## src/rtl/mem_access.sv

```systemverilog
// mem_access: memory-access pipeline stage.
// An input register captures the execute-stage slot, a two-state FSM talks to
// DMEM with a req/ack handshake, and an output register feeds write-back.
// Upstream stages are frozen through out_stall while DMEM has not acknowledged.
// Optional feature macro: MEM_ACCESS_STORE_FWD_EN. It adds a one-entry
// last-store record that serves matching loads without a DMEM access.
module mem_access #(
    parameter int DMEM_ADDR_WIDTH = 12,
    parameter int DMEM_WORD_WIDTH = 16,
    parameter int PC_WIDTH        = 12,
    parameter int REG_IDX_WIDTH   = 4
) (
    input  logic                       clock,
    input  logic                       reset,
    input  logic                       in_act_load_dmem,
    input  logic                       in_act_store_dmem,
    input  logic                       in_act_write_res_to_reg,
    input  logic [DMEM_ADDR_WIDTH-1:0] in_dmem_rd_addr,
    input  logic [DMEM_ADDR_WIDTH-1:0] in_dmem_wr_addr,
    input  logic [DMEM_WORD_WIDTH-1:0] in_dmem_wr_word,
    input  logic                       in_flush,
    input  logic [PC_WIDTH-1:0]        in_pc,
    input  logic [DMEM_WORD_WIDTH-1:0] in_res,
    input  logic [REG_IDX_WIDTH-1:0]   in_res_reg_idx,
    output logic                       dmem_req,
    output logic                       dmem_we,
    output logic [DMEM_ADDR_WIDTH-1:0] dmem_addr,
    output logic [DMEM_WORD_WIDTH-1:0] dmem_wdata,
    input  logic                       dmem_ack,
    input  logic [DMEM_WORD_WIDTH-1:0] dmem_rdata,
    output logic                       out_stall,
    output logic                       out_act_write_res_to_reg,
    output logic [DMEM_WORD_WIDTH-1:0] out_res,
    output logic [REG_IDX_WIDTH-1:0]   out_res_reg_idx,
    output logic [PC_WIDTH-1:0]        out_pc
);

    typedef enum logic {S_IDLE, S_WAIT} state_t;

    state_t r_state, w_state_next;

    logic                       r_load, r_store, r_wb, r_flush;
    logic [DMEM_ADDR_WIDTH-1:0] r_rd_addr, r_wr_addr;
    logic [DMEM_WORD_WIDTH-1:0] r_wr_word, r_res;
    logic [PC_WIDTH-1:0]        r_pc;
    logic [REG_IDX_WIDTH-1:0]   r_idx;

    logic                       r_out_wb;
    logic [DMEM_WORD_WIDTH-1:0] r_out_res;
    logic [REG_IDX_WIDTH-1:0]   r_out_idx;
    logic [PC_WIDTH-1:0]        r_out_pc;

    logic                       w_load_only;
    logic                       w_fwd_hit;
    logic [DMEM_WORD_WIDTH-1:0] w_fwd_data;
    logic                       w_access;
    logic                       w_done;

    // Input register: follows the execute stage unless this stage is stalled.
    always_ff @(posedge clock or posedge reset) begin
        if (reset) begin
            r_load    <= 1'b0;
            r_store   <= 1'b0;
            r_wb      <= 1'b0;
            r_flush   <= 1'b0;
            r_rd_addr <= '0;
            r_wr_addr <= '0;
            r_wr_word <= '0;
            r_pc      <= '0;
            r_res     <= '0;
            r_idx     <= '0;
        end else if (!out_stall) begin
            r_load    <= in_act_load_dmem;
            r_store   <= in_act_store_dmem;
            r_wb      <= in_act_write_res_to_reg;
            r_flush   <= in_flush;
            r_rd_addr <= in_dmem_rd_addr;
            r_wr_addr <= in_dmem_wr_addr;
            r_wr_word <= in_dmem_wr_word;
            r_pc      <= in_pc;
            r_res     <= in_res;
            r_idx     <= in_res_reg_idx;
        end
    end

    // A store wins when both load and store are flagged.
    assign w_load_only = r_load & ~r_store;

`ifdef MEM_ACCESS_STORE_FWD_EN
    logic                       r_fwd_valid;
    logic [DMEM_ADDR_WIDTH-1:0] r_fwd_addr;
    logic [DMEM_WORD_WIDTH-1:0] r_fwd_data;

    assign w_fwd_hit  = ~r_flush & w_load_only & r_fwd_valid & (r_fwd_addr == r_rd_addr);
    assign w_fwd_data = r_fwd_data;

    // Last-store record: captured when a store is acknowledged by DMEM.
    always_ff @(posedge clock or posedge reset) begin
        if (reset) begin
            r_fwd_valid <= 1'b0;
            r_fwd_addr  <= '0;
            r_fwd_data  <= '0;
        end else if (w_done && r_store) begin
            r_fwd_valid <= 1'b1;
            r_fwd_addr  <= r_wr_addr;
            r_fwd_data  <= r_wr_word;
        end
    end
`else
    assign w_fwd_hit  = 1'b0;
    assign w_fwd_data = '0;
`endif

    // A slot needs DMEM when it is live, touches memory and is not forwarded.
    assign w_access = ~r_flush & (r_load | r_store) & ~w_fwd_hit;

    // FSM state register.
    always_ff @(posedge clock or posedge reset) begin
        if (reset) r_state <= S_IDLE;
        else       r_state <= w_state_next;
    end

    // FSM next state and DMEM handshake; request fields come straight from the
    // held input register, so they stay stable for the whole wait.
    always_comb begin
        w_state_next = r_state;
        dmem_req     = 1'b0;
        dmem_we      = 1'b0;
        dmem_addr    = '0;
        dmem_wdata   = '0;
        out_stall    = 1'b0;
        w_done       = 1'b0;
        case (r_state)
            S_IDLE: begin
                if (w_access) begin
                    dmem_req   = 1'b1;
                    dmem_we    = r_store;
                    dmem_addr  = r_store ? r_wr_addr : r_rd_addr;
                    dmem_wdata = r_store ? r_wr_word : '0;
                    if (dmem_ack) begin
                        w_done = 1'b1;
                    end else begin
                        out_stall    = 1'b1;
                        w_state_next = S_WAIT;
                    end
                end
            end
            S_WAIT: begin
                dmem_req   = 1'b1;
                dmem_we    = r_store;
                dmem_addr  = r_store ? r_wr_addr : r_rd_addr;
                dmem_wdata = r_store ? r_wr_word : '0;
                if (dmem_ack) begin
                    w_done       = 1'b1;
                    w_state_next = S_IDLE;
                end else begin
                    out_stall = 1'b1;
                end
            end
            default: w_state_next = S_IDLE;
        endcase
    end

    // Output register: write enable drops while stalled so every instruction
    // writes back once; flushed slots retire as all-zero.
    always_ff @(posedge clock or posedge reset) begin
        if (reset) begin
            r_out_wb  <= 1'b0;
            r_out_res <= '0;
            r_out_idx <= '0;
            r_out_pc  <= '0;
        end else if (out_stall) begin
            r_out_wb <= 1'b0;
        end else if (r_flush) begin
            r_out_wb  <= 1'b0;
            r_out_res <= '0;
            r_out_idx <= '0;
            r_out_pc  <= '0;
        end else begin
            r_out_wb  <= r_wb;
            r_out_idx <= r_idx;
            r_out_pc  <= r_pc;
            if (w_load_only) r_out_res <= w_fwd_hit ? w_fwd_data : dmem_rdata;
            else             r_out_res <= r_res;
        end
    end

    assign out_act_write_res_to_reg = r_out_wb;
    assign out_res                  = r_out_res;
    assign out_res_reg_idx          = r_out_idx;
    assign out_pc                   = r_out_pc;

endmodule
```

## config.mk

```make
export PLATFORM = sky130hd
export DESIGN_NAME = mem_access
export DESIGN_NICKNAME = d
export VERILOG_FILES = /design/src/rtl/mem_access.sv
export SDC_FILE = /design/constraint.sdc
export NUM_CORES = 1
export LEC_CHECK = 0
export CAP_MARGIN = 15
export CELL_PAD_IN_SITES_DETAIL_PLACEMENT = 1
export CELL_PAD_IN_SITES_GLOBAL_PLACEMENT = 2
export CORE_UTILIZATION = 32
export DETAILED_ROUTE_END_ITERATION = 7
export GPL_TIMING_DRIVEN = 0
export HOLD_SLACK_MARGIN = 0.1
export PLACE_DENSITY = 0.86
export RECOVER_POWER = 50
export SLEW_MARGIN = 20
export SYNTH_ARGS = -nofsm -noshare
export SYNTH_HDL_FRONTEND = slang
export SYNTH_SLANG_ARGS = --single-unit
```

## constraint.sdc

```tcl
create_clock -name clock -period 4.3 [get_ports clock]
set_input_delay 0.86 -clock clock [delete_from_list [all_inputs] [get_ports clock]]
set_output_delay 0.86 -clock clock [all_outputs]
set_load 0.02 [all_outputs]
```

# --- After elaboration in Yosys (flattened, before gate mapping) ---
# Index checks and enable logic that the tools add are counted.
totals:
  rom_bits: 0
  in_bits: 95
  memories: 0
  latch_bits: 0
  regBits: 110
  ram_bits: 0
  out_inout_bits: 64
op_classes:
  reduce_logical: 0
  mux: 19
  mul: 0
  n_lt_le_gt_ge: 0
  div_mod_pow: 0
  eq_ne: 0
  bitwise_logic: 6
  shifts: 0
  n_addsub: 0
op_table:
  columns: ["cell", "count"]
  rows:
  - ["$mux 16", 4]
  - ["$mux 12", 3]
  - ["$pmux 16 s2", 1]
  - ["$pmux 12 s2", 1]
  - ["$mux 1", 6]
  - ["$pmux 1 s2", 3]
  - ["$mux 4", 1]
  - ["$not 1->1", 3]
  - ["$and 1x1->1", 2]
  - ["$or 1x1->1", 1]

# --- Logic depth before layout (Yosys ltp) ---
# Gate-level depths: netlist of the first run.
depth:
  depth_word: 5
  mapped_depth: 6

# --- Worst setup path before layout of the first run ---
# Ideal clock, no wire load.
synth_path:
  kind: "input to output"
  start: "input dmem_ack"
  end: "output out_stall"
  n_path_buf: 3
  path_stages: 4
  slack_ps: 1920
  t_required_ps: 3440
  arrival_ps: 1520
  cell_sequence: "clkbuf_1 > a21oi_4 > buf_12 > buf_6"
synth_between:
  elab_chain_len: 3
synth_lines:
  columns: ["element", "line", "source"]
  rows:
  - ["start, declared", "29", "input logic dmem_ack,"]
  - ["$mux 1 *", "140, 153", null]
  - ["$mux 1", "135", "if (w_access) begin"]
  - ["$pmux 1 s2 *", "133", "case (r_state)"]
  - ["end, declared", "31", "output logic out_stall,"]
# Mark *: on every way between the ends. The rest lies on a longest branch, timed or not.

# --- Final worst setup path of the first run ---
layout_path:
  start: "register r_flush"
  end: "output out_stall"
layout_between:
  elab_chain_len: 4
layout_lines:
  columns: ["element", "line", "source"]
  rows:
  - ["start, declared", "42", "logic r_load, r_store, r_wb, r_flush;"]
  - ["start signal, assigned", "76", "r_flush <= in_flush;"]
  - ["$not 1->1", "115", "assign w_access = ~r_flush & (r_load | r_store) & ~w_fwd_hit;"]
  - ["$and 1x1->1", "115", null]
  - ["$mux 1", "135", null]
  - ["$pmux 1 s2", "133", null]
# No other way between the ends.

==> flow_results.xml, run 1 <==
<?xml version="1.0" encoding="UTF-8"?>
<metrics>
  <group name="critical_path">
    <metric name="critical_path.startpoint_type" unit="">register</metric>
    <metric name="worst-endpoint-required" unit="ns">3.44</metric>
    <metric name="worst_ep_arrival_time" unit="ns">2.79</metric>
    <metric name="critical_path.reg2reg.endpoint" unit="">r_pc[6]</metric>
    <metric name="worstPathCellList" unit="">buf_6 -&gt; o21bai_4 -&gt; a21oi_1 -&gt; buf_12 -&gt; clkbuf_1 -&gt; clkdlybuf4s50_1</metric>
    <metric name="worstPathMaxFanout" unit="">11</metric>
    <metric name="reg2reg_setup_slack" unit="ns">1.91</metric>
    <metric name="worst_path_max_delay_cell" unit="">clkdlybuf4s50_1</metric>
    <metric name="worstReg2RegStart" unit="">r_flush</metric>
    <metric name="reg2regPathDepth" unit="">6</metric>
    <metric name="cp-end-kind" unit="">primary output</metric>
    <metric name="path_class" unit="">reg2out</metric>
    <metric name="slowest_delay" unit="ns">0.71</metric>
  </group>
  <group name="pwr">
    <metric name="design_power_total" unit="mW">3.23</metric>
    <metric name="total_power_density_per_cell_area" unit="mW/mm^2">437</metric>
    <metric name="worst_ir_drop_vdd" unit="mV">0.207</metric>
    <metric name="static-leakage-power" unit="nW">3.21</metric>
  </group>
  <group name="die">
    <metric name="core_region_area" unit="mm^2">0.0161</metric>
    <metric name="starting_density_of_the_core" unit="">0.331</metric>
    <metric name="die-width" unit="um">131</metric>
    <metric name="rows" unit="">46</metric>
    <metric name="dieArea" unit="mm^2">0.0171</metric>
    <metric name="ios" unit="">159</metric>
    <metric name="die_height" unit="um">131</metric>
  </group>
  <group name="placed_design">
    <metric name="post-place-ws" unit="ns">1.15</metric>
    <metric name="place.gp.congestion" unit="">0.751</metric>
    <metric name="placed_instance_count" unit="">731</metric>
    <metric name="place_area" unit="mm^2">0.00719</metric>
    <metric name="numPortBuffers" unit="">157</metric>
    <metric name="dp_hpwl" unit="mm">10.2</metric>
  </group>
  <group name="clocking">
    <metric name="clock_path_buffers" unit="">2</metric>
    <metric name="clockRootBuffer" unit="">clkbuf_16</metric>
    <metric name="tritoncts" unit="">done</metric>
    <metric name="cts.sink_count" unit="">110</metric>
    <metric name="clock_pin_slew_on_the_worst_setup_and_hold_paths" unit="ns">0.07</metric>
    <metric name="cts_repair_resize_count" unit="">0</metric>
    <metric name="clock_tree.htree_level_count" unit="">3</metric>
    <metric name="cts-hold-fix-buffers" unit="">0</metric>
    <metric name="number_of_clock_buffers_inserted_by_tritoncts" unit="">9</metric>
    <metric name="cts.repair_timing.setup_buffer_count" unit="">0</metric>
    <metric name="clkLatencyLatePin" unit="ns">0.35</metric>
  </group>
  <group name="layout">
    <metric name="fin_area" unit="mm^2">0.00740</metric>
    <metric name="finish.cell_count_without_fillers" unit="">747</metric>
    <metric name="final_layout_size_suffix_gt1_frac" unit="">0.213</metric>
    <metric name="n_fill_cell" unit="">1651</metric>
    <metric name="finish.net_count" unit="">621</metric>
    <metric name="layout.cells.most_common" unit="">clkdlybuf4s50_1</metric>
    <metric name="num_antenna_cells" unit="">0</metric>
    <metric name="top_library_cells_by_usage_in_the_layout_fill_and_taps_aside" unit="">clkdlybuf4s50_1, dfrtp_1, mux2_4, mux2i_1</metric>
    <metric name="multi_input_area" unit="mm^2">0.00218</metric>
    <metric name="regArea" unit="mm^2">0.00275</metric>
    <metric name="area_growth_syn_to_layout" unit="%">39.3</metric>
  </group>
  <group name="yosys">
    <metric name="synth.top_cell.area_share" unit="">0.518</metric>
    <metric name="synth_seq_cells" unit="">110</metric>
    <metric name="post_synth.cell_area_avg" unit="um^2">14.9</metric>
    <metric name="synthesized_net_count" unit="">452</metric>
    <metric name="synth-edff-count" unit="">0</metric>
    <metric name="synth_top_cells_by_area" unit="">dfrtp_1, mux2_4, mux2i_1</metric>
    <metric name="netlist_instances" unit="">357</metric>
    <metric name="netlist_area" unit="mm^2">0.00531</metric>
    <metric name="synth-main-ff-cell" unit="">dfrtp_1</metric>
    <metric name="cell_type_contributing_the_most_total_cell_area_after_synthesis" unit="">dfrtp_1</metric>
    <metric name="yosys_warnings" unit="">0</metric>
    <metric name="postSynth.asyncResetShare" unit="">1.00</metric>
    <metric name="synth_cell_types" unit="">23</metric>
    <metric name="ys_seq_area_frac" unit="">0.518</metric>
  </group>
  <group name="timing">
    <metric name="setup_viol" unit="">0</metric>
    <metric name="tightest_slew" unit="ns">2.28</metric>
    <metric name="post_route_worst_setup_slack" unit="ns">0.653</metric>
    <metric name="final.setup_skew" unit="ns">0.00839</metric>
    <metric name="maxSlewViolCount" unit="">49</metric>
    <metric name="post_route_clock_period_utilization" unit="">0.848</metric>
    <metric name="timing.hold.ws" unit="ns">0.493</metric>
    <metric name="layout_min_cycle_time" unit="ns">3.65</metric>
    <metric name="max_slew_margin" unit="">-0.531</metric>
    <metric name="fmaxAchievable" unit="GHz">0.274</metric>
    <metric name="setup_repair_after_global_routing_missed_its_margin" unit="">false</metric>
    <metric name="finalHoldViolations" unit="">0</metric>
  </group>
  <group name="detailed_routing">
    <metric name="detailedRoute.firstPassIterationCount" unit="">4</metric>
    <metric name="remaining_drc_errors" unit="">0</metric>
    <metric name="vias" unit="">3345</metric>
    <metric name="avgRoutedWirePerCell" unit="um">18.2</metric>
    <metric name="wl" unit="mm">13.6</metric>
    <metric name="post_drt_antenna_nets" unit="">0</metric>
    <metric name="vias_per_cell" unit="">4.48</metric>
    <metric name="initial_drt_markers" unit="">93</metric>
  </group>
  <group name="status">
    <metric name="failing_checks" unit="">max-capacitance violations, max-slew violations</metric>
    <metric name="status" unit="">finished, violations left</metric>
  </group>
  <group name="flow_run">
    <metric name="cap_viol_max_count" unit="">1</metric>
  </group>
  <group name="global_route">
    <metric name="antenna_found_initial" unit="">0</metric>
    <metric name="grt.overflow.total" unit="">0</metric>
    <metric name="grt_first_pass_wirelength" unit="mm">21.0</metric>
    <metric name="combined_global_route_utilization_of_all_metal_layers" unit="">0.166</metric>
    <metric name="grt_start_max_net_pins" unit="">63</metric>
    <metric name="first_global_vias" unit="">3755</metric>
  </group>
  <group name="hold_path">
    <metric name="hold_path.startpoint" unit="">out_pc[10]</metric>
    <metric name="min_to" unit="">out_pc[10]</metric>
    <metric name="hp-class" unit="">reg2reg</metric>
    <metric name="min_delay_path_depth" unit="">1</metric>
  </group>
</metrics>
-- cell type report --
class                   count  share of cell area
repair buffers            158               0.216
well taps                 216              0.0365
multi-input cells         203               0.295
clock inverters             5             0.00795
clock buffers              11              0.0328
plain buffers              26              0.0298
flip-flops and latches    110               0.372
inverters                  18             0.00930
-- per-stage QoR --
| stage | setup TNS (ns) | util |
|---|---|---|
| detailed placement | 0 | 0.447 |
| CTS | 0 | 0.466 |
| finish | 0 | 0.461 |
| floorplan | 0 | - |
| global placement | -123.59 | 0.445 |
| global route | 0 | 0.461 |
-- critical path: cells and delay by family (launching register included) --
kind            cells  cell delay, ns
flops               1            0.38
compound gates      2            0.55
buf+inv             4            1.50
-- logic make-up (layout without fill, tap and decap cells) --
group                  Yosys count  in the layout  share of synthesized area
AND/OR/NAND/NOR                 49             49                     0.0532
multiplexers                   120            120                      0.307
buffers and inverters           44            218                     0.0669
AO/OA/AOI/OAI                   34             34                     0.0549
flip-flops                     110            110                      0.518
-- layer usage --
layer	share of wire	vias up	global-route usage	routed length, um
met2	0.52	76	0.284	7040
met5	0	-	0	0
met4	0.011	0	0.0507	153
met1	0.43	1688	0.205	5850
met3	0.043	10	0.0403	582
li1	-	1571	-	-
-- cell usage after synthesis (2+ instances only) --
library cell,instances
buf_2,2
and2_1,17
clkbuf_1,8
mux2i_1,27
nor2b_1,17
dfrtp_1,110
buf_6,4
o31ai_1,15
buf_4,3
nor2_1,12
inv_2,2
inv_1,16
a211o_1,15
mux2_1,10
mux2_4,83
buf_12,9
-- how the worst max path moves through the flow --
| stage | from | endpoint | depth (start not counted) | slack [ns] |
|---|---|---|---|---|
| after floorplan | reset | out_act_write_res_to_reg | 1 | 0.54 |
| after global placement | reset | r_pc[3] | 2 | -1.13 |
| after detailed placement | dmem_ack | out_stall | 5 | 1.15 |
| after CTS | r_store | dmem_wdata[11] | 5 | 0.84 |
| after global routing | r_flush | out_stall | 6 | 0.49 |
| final | r_flush | out_stall | 6 | 0.65 |
-- report_power, final --
part           internal (mW)  switching, mW  leakage [nW]
registers               1.20          0.101          1.33
clock network          0.468          0.377         0.142
logic                  0.597          0.485          1.74
total                   2.27          0.963          3.21
Note: power is estimated with default switching activity, not from simulation.
==> run 2, diff against run 1 <==
==> constraint.sdc (replaced) <==
create_clock -name clock -period 3.7 [get_ports clock]
set_input_delay 0.74 -clock clock [delete_from_list [all_inputs] [get_ports clock]]
set_output_delay 0.74 -clock clock [all_outputs]
set_load 0.02 [all_outputs]
==> run 2 against run 1 <==
Against the previous run: the flow still finishes with violations (max-capacitance violations, max-slew violations); clock skew is essentially flat; critical path depth is the same; via count rose by 0.39%; highest routed layer unchanged.
==> flow_results.xml, run 2 (synthesis results as in run 1) <==
<?xml version="1.0" encoding="UTF-8"?>
<metrics>
  <group name="timing">
    <metric name="maxSlewViolCount" unit="">49</metric>
    <metric name="final.setup_skew" unit="ns">0.00845</metric>
    <metric name="max_slew_margin" unit="">-0.315</metric>
    <metric name="post_route_clock_period_utilization" unit="">0.908</metric>
    <metric name="timing.hold.ws" unit="ns">0.493</metric>
    <metric name="setup_viol" unit="">0</metric>
    <metric name="layout_min_cycle_time" unit="ns">3.36</metric>
    <metric name="tightest_slew" unit="ns">1.97</metric>
    <metric name="finalHoldViolations" unit="">0</metric>
    <metric name="post_route_worst_setup_slack" unit="ns">0.341</metric>
    <metric name="setup_repair_after_global_routing_missed_its_margin" unit="">false</metric>
    <metric name="totalNegativeSetupSlack" unit="ns">0</metric>
    <metric name="fmaxAchievable" unit="GHz">0.298</metric>
  </group>
  <group name="placed_design">
    <metric name="place.gp.congestion" unit="">0.751</metric>
    <metric name="numPortBuffers" unit="">157</metric>
    <metric name="dp_hpwl" unit="mm">10.2</metric>
    <metric name="place_area" unit="mm^2">0.00719</metric>
    <metric name="placed_instance_count" unit="">731</metric>
    <metric name="post-place-ws" unit="ns">0.747</metric>
  </group>
  <group name="critical_path">
    <metric name="worst_ep_arrival_time" unit="ns">2.62</metric>
    <metric name="path_class" unit="">reg2out</metric>
    <metric name="worstPathMaxFanout" unit="">10</metric>
    <metric name="critical_path.startpoint_type" unit="">register</metric>
    <metric name="worst-endpoint-required" unit="ns">2.96</metric>
    <metric name="cp-end-kind" unit="">primary output</metric>
  </group>
  <group name="flow_run">
    <metric name="cap_viol_max_count" unit="">1</metric>
  </group>
  <group name="clocking">
    <metric name="clock_pin_slew_on_the_worst_setup_and_hold_paths" unit="ns">0.07</metric>
    <metric name="clock_path_buffers" unit="">2</metric>
    <metric name="clockRootBuffer" unit="">clkbuf_16</metric>
    <metric name="cts-hold-fix-buffers" unit="">0</metric>
    <metric name="clkLatencyLatePin" unit="ns">0.35</metric>
    <metric name="clock_tree.htree_level_count" unit="">3</metric>
    <metric name="tritoncts" unit="">done</metric>
    <metric name="cts.repair_timing.setup_buffer_count" unit="">0</metric>
    <metric name="cts_repair_resize_count" unit="">0</metric>
    <metric name="cts.sink_count" unit="">110</metric>
    <metric name="number_of_clock_buffers_inserted_by_tritoncts" unit="">9</metric>
  </group>
  <group name="layout">
    <metric name="area_growth_syn_to_layout" unit="%">39.2</metric>
    <metric name="top_library_cells_by_usage_in_the_layout_fill_and_taps_aside" unit="">clkdlybuf4s50_1, dfrtp_1, mux2_4, mux2i_1</metric>
    <metric name="num_antenna_cells" unit="">0</metric>
    <metric name="finish.cell_count_without_fillers" unit="">747</metric>
    <metric name="final_layout_size_suffix_gt1_frac" unit="">0.211</metric>
    <metric name="fin_area" unit="mm^2">0.00739</metric>
    <metric name="layout.cells.most_common" unit="">clkdlybuf4s50_1</metric>
    <metric name="multi_input_area" unit="mm^2">0.00217</metric>
    <metric name="regArea" unit="mm^2">0.00275</metric>
    <metric name="finish.net_count" unit="">621</metric>
    <metric name="finish.utilization" unit="">0.460</metric>
    <metric name="n_fill_cell" unit="">1654</metric>
  </group>
  <group name="detailed_routing">
    <metric name="detailedRoute.firstPassIterationCount" unit="">4</metric>
    <metric name="avgRoutedWirePerCell" unit="um">18.3</metric>
    <metric name="post_drt_antenna_nets" unit="">0</metric>
    <metric name="vias" unit="">3358</metric>
    <metric name="wl" unit="mm">13.6</metric>
    <metric name="initial_drt_markers" unit="">84</metric>
    <metric name="remaining_drc_errors" unit="">0</metric>
    <metric name="vias_per_cell" unit="">4.50</metric>
  </group>
  <group name="global_route">
    <metric name="grt.overflow.total" unit="">0</metric>
    <metric name="first_global_vias" unit="">3755</metric>
    <metric name="grt_first_pass_wirelength" unit="mm">21.0</metric>
    <metric name="antenna_found_initial" unit="">0</metric>
    <metric name="grt_start_max_net_pins" unit="">63</metric>
    <metric name="combined_global_route_utilization_of_all_metal_layers" unit="">0.166</metric>
  </group>
  <group name="die">
    <metric name="dieArea" unit="mm^2">0.0171</metric>
    <metric name="ios" unit="">159</metric>
    <metric name="starting_density_of_the_core" unit="">0.331</metric>
    <metric name="die-width" unit="um">131</metric>
    <metric name="core_region_area" unit="mm^2">0.0161</metric>
    <metric name="rows" unit="">46</metric>
    <metric name="die_height" unit="um">131</metric>
  </group>
  <group name="pwr">
    <metric name="design_power_total" unit="mW">3.75</metric>
    <metric name="static-leakage-power" unit="nW">3.21</metric>
    <metric name="worst_ir_drop_vdd" unit="mV">0.240</metric>
    <metric name="total_power_density_per_cell_area" unit="mW/mm^2">508</metric>
  </group>
  <group name="hold_path">
    <metric name="hp-class" unit="">reg2reg</metric>
  </group>
  <group name="status">
    <metric name="failing_checks" unit="">max-capacitance violations, max-slew violations</metric>
    <metric name="status" unit="">finished, violations left</metric>
  </group>
</metrics>
run 2: changes by cell type in the layout (fill, tap and decap cells not counted):
| cell | delta |
|---|---|
| buf_6 | +1 |
| o21bai_4 | -1 |
| clkbuf_1 | -1 |
| o21bai_1 | +1 |
| inv_1 | +1 |
| clkinvlp_2 | -1 |
run 2: path summary, 6_finish.rpt:
path	startpoint	to	slack, ns	depth (start not counted)
min in group asynchronous	reset	out_pc[11]	1.48	2
worst min-delay path	out_pc[10]	out_pc[10]	0.49	1
max in group asynchronous	reset	r_rd_addr[2]	1.08	2
worst min register to register	out_pc[10]	out_pc[10]	0.49	1
worst max-delay path	r_store	dmem_addr[10]	0.34	6
worst max register to register	r_flush	r_pc[6]	1.18	6
run 2: final cells by class:
| cell class | instances | area share |
|---|---|---|
| Timing Repair Buffer | 158 | 0.216 |
| Clock inverter | 5 | 0.00796 |
| Buffer | 26 | 0.0308 |
| Tap cell | 216 | 0.0366 |
| Inverter | 18 | 0.00914 |
| Sequential cell | 110 | 0.372 |
| Clock buffer | 11 | 0.0328 |
| Multi-Input combinational cell | 203 | 0.294 |
run 2: worst max-delay path: stages, from the launching register on:
cell             delay [ns]
dfrtp_1                0.38
buf_6                  0.14
o21bai_1               0.49
and2_1                 0.34
buf_2                  0.29
nor2_1                 0.08
clkdlybuf4s50_1        0.56
run 2: metal layers:
| metal | vias up | GRT usage | routed length, um |
|---|---|---|---|
| met3 | 10 | 0.0403 | 567 |
| met4 | 0 | 0.0507 | 153 |
| li1 | 1568 | - | - |
| met1 | 1704 | 0.205 | 5870 |
| met5 | - | 0 | 0 |
| met2 | 76 | 0.284 | 7060 |
run 2: power breakdown:
part	switching, mW	internal (mW)	leakage (nW)	total [mW]
Combinational	0.564	0.693	1.75	1.26
Clock	0.438	0.544	0.142	0.982
Sequential	0.117	1.40	1.33	1.51
Total	1.12	2.63	3.21	3.75
